===== config.mk =====
export PLATFORM = sky130hd
export DESIGN_NAME = song_sequencer
export DESIGN_NICKNAME = d
export VERILOG_FILES = /design/src/rtl/piano_pkg.sv /design/src/rtl/song_sequencer.sv
export SDC_FILE = /design/constraint.sdc
export NUM_CORES = 1
export LEC_CHECK = 0
export BUFFER_PORTS_ARGS = -buffer_cell sky130_fd_sc_hd__buf_2
export CAP_MARGIN = 40
export CORE_MARGIN = 2
export CORE_UTILIZATION = 40
export CTS_CLUSTER_SIZE = 20
export DETAILED_ROUTE_END_ITERATION = 12
export SETUP_SLACK_MARGIN = 0.1
export SLEW_MARGIN = 20
export SYNTH_ARGS = -nofsm -noshare
export SYNTH_HDL_FRONTEND = slang
export SYNTH_SLANG_ARGS = --single-unit

===== constraint.sdc =====
create_clock -name clk -period 5.85 [get_ports clk]
set_input_delay 0.2925 -clock clk [delete_from_list [all_inputs] [get_ports clk]]
set_output_delay 0.2925 -clock clk [all_outputs]
set_load 0.01 [all_outputs]

===== src/rtl/piano_pkg.sv =====
// Shared types and constants for the piano song path.
// Score word = {dur[3:0], note[5:0]}; FSM state encoding.
package piano_pkg;

  typedef enum logic [2:0] {
    S_IDLE,
    S_FETCH,
    S_LOAD,
    S_PLAY,
    S_GAP,
    S_ADV,
    S_DONE
  } state_t;

  localparam int DUR_W        = 4;
  localparam int NOTE_W       = 6;
  localparam int WORD_W       = DUR_W + NOTE_W;
  localparam int TICK_DIV_DEF = 3_000_000;

  localparam logic [NOTE_W-1:0] NOTE_REST = 6'd0;
  localparam logic [NOTE_W-1:0] NOTE_END  = 6'h3F;

  function automatic logic is_end(
    input logic [WORD_W-1:0] w
  );
    return (w[NOTE_W-1:0] == NOTE_END) ||
           (w[WORD_W-1:NOTE_W] == '0);
  endfunction

endpackage


===== src/rtl/song_sequencer.sv =====
// Autoplay front-end: steps a score ROM and drives the voice stage.
// Ports: clk, rst_n, play_btn, stop_btn, rom_addr, rom_data, stat, note, song_done.
module song_sequencer
  import piano_pkg::*;
#(
  parameter int TICK_DIV  = TICK_DIV_DEF,
  parameter int ADDR_W    = 6,
  parameter int SONG_LEN  = 64,
  parameter int GAP_TICKS = 1
) (
  input  logic              clk,
  input  logic              rst_n,
  input  logic              play_btn,
  input  logic              stop_btn,
  output logic [ADDR_W-1:0] rom_addr,
  input  logic [WORD_W-1:0] rom_data,
  output logic              stat,
  output logic [NOTE_W-1:0] note,
  output logic              song_done
);

  localparam int PW = (TICK_DIV > 1) ? $clog2(TICK_DIV) : 1;
  localparam int GW = (GAP_TICKS > 0) ? $clog2(GAP_TICKS + 1) : 1;
  localparam logic [PW-1:0] P_LAST = PW'(TICK_DIV - 1);
  localparam logic [GW-1:0] G_LAST =
    GW'((GAP_TICKS > 0) ? GAP_TICKS - 1 : 0);
  localparam logic [ADDR_W-1:0] A_LAST = ADDR_W'(SONG_LEN - 1);

  state_t r_state;
  state_t w_next;

  logic              r_play_prev;
  logic              r_stop_prev;
  logic [PW-1:0]     r_presc;
  logic [DUR_W-1:0]  r_dur;
  logic [GW-1:0]     r_gap;
  logic [ADDR_W-1:0] r_addr;
  logic [NOTE_W-1:0] r_note;
  logic              r_stat;
  logic              r_done;

  logic w_play_edge;
  logic w_stop_edge;
  logic w_abort;
  logic w_wrap;
  logic w_end;
  logic w_last_tick;

  assign w_play_edge = play_btn & ~r_play_prev;
  assign w_stop_edge = stop_btn & ~r_stop_prev;
  assign w_abort     = w_stop_edge && (r_state != S_IDLE);
  assign w_wrap      = (r_presc == P_LAST);
  assign w_end       = is_end(rom_data);
  assign w_last_tick = w_wrap && (r_dur == 4'd1);

  always_comb begin
    w_next = r_state;
    if (w_abort) begin
      w_next = S_IDLE;
    end else begin
      unique case (r_state)
        S_IDLE:
          // stop wins over a coincident play
          if (w_play_edge && !w_stop_edge)
            w_next = S_FETCH;
        S_FETCH: w_next = S_LOAD;
        S_LOAD:  w_next = w_end ? S_DONE : S_PLAY;
        S_PLAY:
          if (w_last_tick)
            w_next = (GAP_TICKS > 0) ? S_GAP : S_ADV;
        S_GAP:
          if (w_wrap && (r_gap == G_LAST))
            w_next = S_ADV;
        S_ADV:
          w_next = (r_addr == A_LAST) ? S_DONE : S_FETCH;
        S_DONE:  w_next = S_IDLE;
        default: w_next = S_IDLE;
      endcase
    end
  end

  always_ff @(posedge clk or negedge rst_n) begin
    if (!rst_n) begin
      r_state     <= S_IDLE;
      r_play_prev <= 1'b0;
      r_stop_prev <= 1'b0;
      r_presc     <= '0;
      r_dur       <= '0;
      r_gap       <= '0;
      r_addr      <= '0;
      r_note      <= NOTE_REST;
      r_stat      <= 1'b0;
      r_done      <= 1'b0;
    end else begin
      r_state     <= w_next;
      r_play_prev <= play_btn;
      r_stop_prev <= stop_btn;
      r_stat      <= (w_next != S_IDLE) &&
                     (w_next != S_DONE);
      r_done      <= (w_next == S_DONE);

      // Prescaler free-runs through PLAY and GAP.
      if (r_state == S_LOAD)
        r_presc <= '0;
      else if (r_state == S_PLAY || r_state == S_GAP)
        r_presc <= w_wrap ? '0 : r_presc + 1'b1;

      if (r_state == S_LOAD)
        r_dur <= rom_data[WORD_W-1:NOTE_W];
      else if (r_state == S_PLAY && w_wrap)
        r_dur <= r_dur - 1'b1;

      if (r_state == S_PLAY)
        r_gap <= '0;
      else if (r_state == S_GAP && w_wrap)
        r_gap <= r_gap + 1'b1;

      if (w_next == S_IDLE)
        r_addr <= '0;
      else if (r_state == S_ADV && w_next == S_FETCH)
        r_addr <= r_addr + 1'b1;

      if (w_next == S_IDLE)
        r_note <= NOTE_REST;
      else if (r_state == S_LOAD && !w_end)
        r_note <= rom_data[NOTE_W-1:0];
      else if (r_state == S_PLAY && w_last_tick)
        r_note <= NOTE_REST;
    end
  end

  assign rom_addr  = r_addr;
  assign stat      = r_stat;
  assign note      = r_note;
  assign song_done = r_done;

endmodule


==> results of run 1 <==
## metrics by stage
step	total power, mW	utilization (%)	hold slack [ns]	setup slack (ns)	instance area (µm²)
floorplan	0.7882	-	-0.003091	3.779	2592
global placement	0.8988	44.07	0.4128	3.275	2783
detailed placement	0.9106	44.59	0.2853	3.205	2815
CTS	1.110	46.18	0.09158	3.198	2915
global route	1.198	46.18	0.08660	2.922	2915
finish	1.105	46.18	0.09938	3.174	2915
## cell families after synthesis
group / after synthesis / synth area share, %
AND/OR/NAND/NOR: 139 / 28.96
AO/OA/AOI/OAI: 67 / 17.57
flip-flops: 46 / 44.40
buffers and inverters: 15 / 2.317
XOR/XNOR: 12 / 4.054
adder cells (fa/ha/maj): 4 / 1.931
multiplexers: 2 / 0.7722
## flip-flops by register name (all words and copies together) (netlist names)
name,count
r_presc,22
note,6
rom_addr,6
r_dur,4
r_state,3
r_gap,1
r_play_prev,1
r_stop_prev,1
song_done,1
stat,1
## placed cells by master, fill, tap and decap left out, types with 5 or more instances in the layout
cell type | netlist | layout
clkbuf_8 | 0 | 5
nand4_1 | 9 | 9
dfrtp_1 | 46 | 46
nor2b_1 | 6 | 6
nand3_1 | 13 | 13
nand2b_1 | 6 | 6
nand2_1 | 28 | 28
buf_2 | 3 | 28
xnor2_1 | 5 | 5
xor2_1 | 7 | 7
inv_1 | 5 | 5
o21ai_0 | 15 | 15
nor3_1 | 5 | 5
a21oi_1 | 19 | 19
nor2_1 | 33 | 33
and3_1 | 8 | 8
nor3b_1 | 6 | 6
## power groups by stage
stage                     Sequential, mW  Combinational [mW]  Clock (mW)
final                              0.452               0.454       0.199
after global routing               0.465               0.516       0.217
after CTS                          0.450               0.454       0.205
after detailed placement           0.457               0.453           0
after global placement             0.456               0.443           0
after floorplan                    0.433               0.356           0
## per-layer routing
| metal | track usage [%] | vias to the layer above | part of all wire, % |
|---|---|---|---|
| li1 | - | 1086 | - |
| met1 | 23.45 | 1044 | 50 |
| met2 | 26.41 | 23 | 46 |
| met3 | 3.441 | 7 | 2.5 |
| met4 | 5.483 | 0 | 1.3 |
| met5 | 0 | - | 0 |
## worst max-delay path by stage
stage,start,to,cells after the start
floorplan,r_presc[0]$_DFFE_PN0P_,rom_addr[5]$_DFFE_PN0P_,7
global route,r_state[0]$_DFF_PN0_,note[5]$_DFFE_PN0P_,6
global placement,r_state[0]$_DFF_PN0_,note[0]$_DFFE_PN0P_,6
CTS,r_state[0]$_DFF_PN0_,note[0]$_DFFE_PN0P_,6
detailed placement,r_state[0]$_DFF_PN0_,note[0]$_DFFE_PN0P_,6
finish,r_state[0]$_DFF_PN0_,note[4]$_DFFE_PN0P_,6
## critical path, cell delays in order (launching register included)
cell and delay [ns]:
dfrtp_1 0.60, or3b_1 0.62, a211oi_4 0.53, nor3_1 0.14, a31oi_2 0.36, nor2_1 0.20
nor2_1 0.15
## area by class of cell
class	count	area [µm²]
clock buffers	5	68.82
clock inverters	3	21.27
fillers	647	3398
inverters	5	18.77
multi-input cells	224	1381
flip-flops and latches	46	1151
well taps	77	96.34
repair buffers	31	177.7
==> summary.md, run 1 <==
| Metric | Value |
|---|---|
| Outcome | finished clean |
| Clk slew on worst S/H paths | 0.09 ns |
| Syn avg cell area | 9.096 µm² |
| Maximum clock rate | 0.3737 GHz |
| Synth-to-Final Area Change | 12.45% |
| Die ar. | 7141 µm² |
| Via count | 2,160 |
| Reg2reg end | note[4]$_DFFE_PN0P_ |
| Hold Path Sink | r_play_prev$_DFF_PN0_ |
| Syn Inst Count | 285 |
| Cell with the most instances after synthesis | dfrtp_1 |
| Fin nets | 331 |
| Setup Crit Path Kind | flip-flop to flip-flop |
| Non-filler instance count after layout | 391 |
| Global-route wire length before repair | 9756 µm |
| Commonest cells post-synth | dfrtp_1 (46), nor2_1 (33), nand2_1 (28), a21oi_1 (19), o21ai_0 (15) |
| Die width | 84.51 µm |
| H-tree levels | 2 |
| Crit start category | flip-flop |
| # port buffers | 27 |
| Root Driver | clkbuf_8 |
| Largest area contributor in the netlist | dfrtp_1 |
| Worst reg2reg setup slack | 3.17 ns |
| Share of power burned in registers | 40.9% |
| YS warnings | 0 |
| Initial drt markers | 67 |
| Unrepaired setup endpoints after global routing | false |
| Arrival @ worst endpoint | 2.91 ns |
| RR Startpoint | r_state[0]$_DFF_PN0_ |
| Die Ht | 84.51 µm |
| Tcrit/Tclk final | 45.74% |
| Num CTS Buffers | 5 |
| # setup viols final | 0 |
| Initial antenna violation count | 0 |
| Hold Vio Cnt, Final | 0 |
| # resized after CTS | 0 |
| # diodes | 0 |
| Worst Skew | 0.008757 ns |
| CP Max Fanout | 20 |
| Worst-Margin Slew | 0.7946 ns |
| Share of Yosys cell area claimed by the top area cell type | 44.40% |
| Required time worst endpoint | 6.09 ns |
| Comb power frac | 41.1% |
| Sequential-to-total area share from yosys stat | 44.40% |
| HP Class | primary input to flip-flop |
| Vias in the first global route | 2,044 |
| Postcts setup bufs | 0 |
| Hpwl dp | 4167 µm |
| Pin count of the biggest net entering global routing | 28 |
| DRC viols | 0 |
| Routed WL | 5668 µm |
| Worst vdd ir | 185.3 µV |
| TritonCTS Sinks | 46 |
| Routability congestion estimate | 0.8037 |
| Number of core rows | 29 |
| Hold Path Stages | 1 |
| Post-DR vias/cell | 5.524 |
| Top FF cell, synth | dfrtp_1 |
| Slew Viols, Final | 0 |
| Relative slew margins | 46.54% |
| EDFF count, synth | 0 |
| Placed Instances | 382 |
| Reg2Reg Depth | 6 |
| Max-Cap Viols | 0 |
| Clock power frac | 18.0% |
| CTS Hold Bufs | 1 |
| Sw Ratio | 42.11% |
| WL/cell | 14.50 µm |
| CORE AREA | 6314 µm² |
| Share of cells above drive strength 1 | 14.33% |
| Syn Nets | 303 |
| Async S/R FF share, synth | 100.0% |
| Yosys cell types | 53 |
| Setup TNS | 0 ns |
| Area contributors post-synth | dfrtp_1 (44%), nor2_1 (4.8%), nand2_1 (4.1%) |
| Initial Utilization | 41.06% |
| Number of I/O pins | 28 |
| CTS tree | built |
| Leak pwr | 1.257 nW |
| Clock buffer depth | 2 |
| NetSw | 0.4652 mW |
| Post-route minimum period | 2.676 ns |
| Worst-Skew Late Latency | 0.31 ns |
| Mapped Area | 2592 µm² |
| DR pass1 iterations | 4 |
| Hold_sp | play_btn |
| Grt ovf | 0 |
| PD cells | 379.0 nW/µm² |
| Int Pwr | 0.6396 mW |
| Worst Setup End Kind | flip-flop |
| Antenna viol nets, final | 0 |
| #FFs+latches synth | 46 |
| GRT Overall Usage | 16.85% |
Power figures use the tool's default switching activity.
==> run 2, diff against run 1 <==
- clock period: 5.85 -> 2.2 ns (I/O delays scaled with it)
==> summary.md, run 2 (same netlist as run 1, synthesis figures left out) <==
| Metric | Value |
|---|---|
| Outcome | finished clean |
| Crit path depth | 5 (-1) |
| Critical-path top delay cell | dfrtp_2 |
| Leak pwr | 1.433 nW (+14%) |
| Fin util | 51.96% (+5.8 points) |
| Met3 Routed Length | 239 µm (+70%) |
| Post-route minimum period | 2.095 ns (-0.5808 ns) |
| Worst hold slack | 0.05218 ns (-0.04721 ns) |
| Commonest non-fill, non-tap cell in the layout | dfrtp_1 |
| Critical path endpoint | rom_addr[5]$_DFFE_PN0P_ |
| Global-route wire length before repair | 10,940 µm (+12%) |
| Worst path max stage delay | 0.46 ns (-0.16 ns) |
| Non-filler instance count after layout | 425 (+8.7%) |
| Worst vdd ir | 567.3 µV (+210%) |
| Initial Utilization | 41.06% (unchanged) |
| HP Class | primary input to flip-flop |
| Number of I/O pins | 28 (unchanged) |
| Arrival @ worst endpoint | 2.30 ns (-0.61 ns) |
| Setup Crit Path Kind | flip-flop to flip-flop |
| Via count | 2,356 (+9.1%) |
| Final Power | 3.358 mW (+200%) |
| DR pass1 iterations | 4 (unchanged) |
| Hpwl dp | 4451 µm (+6.8%) |
| Tcrit/Tclk final | 95.22% (+49 points) |
| Hold Vio Cnt, Final | 0 (unchanged) |
| Maximum clock rate | 0.4773 GHz (+28%) |
| Critical Path Start | r_state[1]$_DFF_PN0_ |
| Routed wl met2 | 3005 µm (+15%) |
| Uppermost layer routed | met4 |
| Crit start category | flip-flop |
| Relative slew margins | 60.08% (+14 points) |
| Setup TNS | 0 ns (unchanged) |
| H-tree levels | 2 (unchanged) |
| TritonCTS Sinks | 46 (unchanged) |
| Worst reg2reg setup slack | 0.11 ns (-3.07 ns) |
| Share of cells above drive strength 1 | 27.59% (+13 points) |
| RR Startpoint | r_state[1]$_DFF_PN0_ |
| Die width | 84.51 µm (unchanged) |
| Reg2Reg Depth | 5 (-1) |
| # port buffers | 27 (unchanged) |
| Initial antenna violation count | 0 (unchanged) |
| Clk slew on worst S/H paths | 0.09 ns (about the same) |
| Unrepaired setup endpoints after global routing | true |
| Worst Setup End Kind | flip-flop |
| Root Driver | clkbuf_8 |
| GRT Overall Usage | 18.55% (+1.7 points) |
| CP Max Fanout | 9 (-55%) |
| Worst-Skew Late Latency | 0.30 ns (about the same) |
| Die Ht | 84.51 µm (unchanged) |
| Max-Cap Viols | 0 (unchanged) |
| Crit path buf inv count | 0 (unchanged) |
| Slew Viols, Final | 0 (unchanged) |
| # setup viols final | 0 (unchanged) |
| Antenna viol nets, final | 0 (unchanged) |
| Fin nets | 365 (+10%) |
| Worst path top cell family by delay | simple AND/OR/NAND/NOR gates |
| CP Cell Sequence | or3b_4 -> or4_4 -> and3_4 -> a31o_1 -> a311oi_2 |
| Number of core rows | 29 (unchanged) |
| DRC viols | 0 (unchanged) |
| Die ar. | 7141 µm² (unchanged) |
| Met1 Routed Length | 3056 µm (+7.4%) |
| Synth-to-Final Area Change | 26.54% |
| # diodes | 0 (unchanged) |
| Max reg flops | 22 (unchanged) |
| Required time worst endpoint | 2.41 ns (-3.68 ns) |
| Post-DR vias/cell | 5.544 (+0.35%) |
| Num CTS Buffers | 5 (unchanged) |
| Vias in the first global route | 2,345 (+15%) |
| Worst Skew | 0.01093 ns (+0.002172 ns) |
| Routed WL | 6382 µm (+13%) |
| Placed Instances | 408 (+6.8%) |
| Commonest non-fill, non-tap cells in the layout | dfrtp_1 (43), buf_4 (35), nor2_1 (31) |
| PD cells | 1024 nW/µm² (+170%) |
| Most flops, register | r_presc |
| Pin count of the biggest net entering global routing | 47 (+68%) |
| Reg2reg end | rom_addr[5]$_DFFE_PN0P_ |
| CTS tree | built |
| CORE AREA | 6314 µm² (unchanged) |
| Clock buffer depth | 2 (unchanged) |
| Grt ovf | 0 (unchanged) |
| Worst-Margin Slew | 0.5988 ns (-0.1958 ns) |
| WL/cell | 15.02 µm (+3.6%) |
| Routability congestion estimate | 0.7962 (-0.93%) |
| Initial drt markers | 97 (+45%) |
run 2: report_power, final:
| part | total (mW) | switching (mW) | internal, mW |
|---|---|---|---|
| sequential | 1.18 | 0.176 | 1.00 |
| clock | 0.625 | 0.291 | 0.335 |
| combinational | 1.55 | 0.862 | 0.691 |
| total | 3.36 | 1.33 | 2.03 |
run 2: stage by stage:
stage,cell area (µm²),setup slack [ns]
floorplan,2592,0.1290
global placement,3000,0.1120
detailed placement,3000,0.04675
CTS,3182,0.1058
global route,3281,-0.002415
finish,3281,0.1051
run 2: what timing repair did:
action | CTS | global route
buffers inserted | 5 | 1
hold buffers | 3 | 0
resized for setup | 3 | 18
endpoints found under the setup margin | 8 | 26
pin swaps | 1 | 1
endpoints found under the hold margin | 48 | 0
run 2: worst min path at each step:
stage / start / endpoint / slack (ns) / cells after the start
after floorplan: rst_n / note[0]$_DFFE_PN0P_ / -0.19 / 0
after global placement: stop_btn / r_stop_prev$_DFF_PN0_ / 0.23 / 1
after detailed placement: stop_btn / r_stop_prev$_DFF_PN0_ / 0.23 / 1
after CTS: rom_data[2] / note[2]$_DFFE_PN0P_ / 0.05 / 3
after global routing: rom_data[2] / note[2]$_DFFE_PN0P_ / 0.06 / 3
final: rom_data[2] / note[2]$_DFFE_PN0P_ / 0.05 / 3
run 2: area by class of cell:
cell class / instances / area [µm²]
Tap cell: 77 / 96.34
Clock buffer: 5 / 68.82
Sequential cell: 46 / 1155
Multi-Input combinational cell: 224 / 1474
Fill cell: 603 / 3033
Timing Repair Buffer: 65 / 427.9
Clock inverter: 3 / 40.04
Inverter: 5 / 18.77
run 2: layer usage:
metal	track usage [%]	vias up
met4	5.628	0
met5	0	-
met2	29.56	53
li1	-	1159
met3	3.048	11
met1	26.03	1133
run 2: worst min-delay path, cell delays in order:
cell and delay (ns):
buf_2 0.08, a21oi_1 0.05, nor2_1 0.07
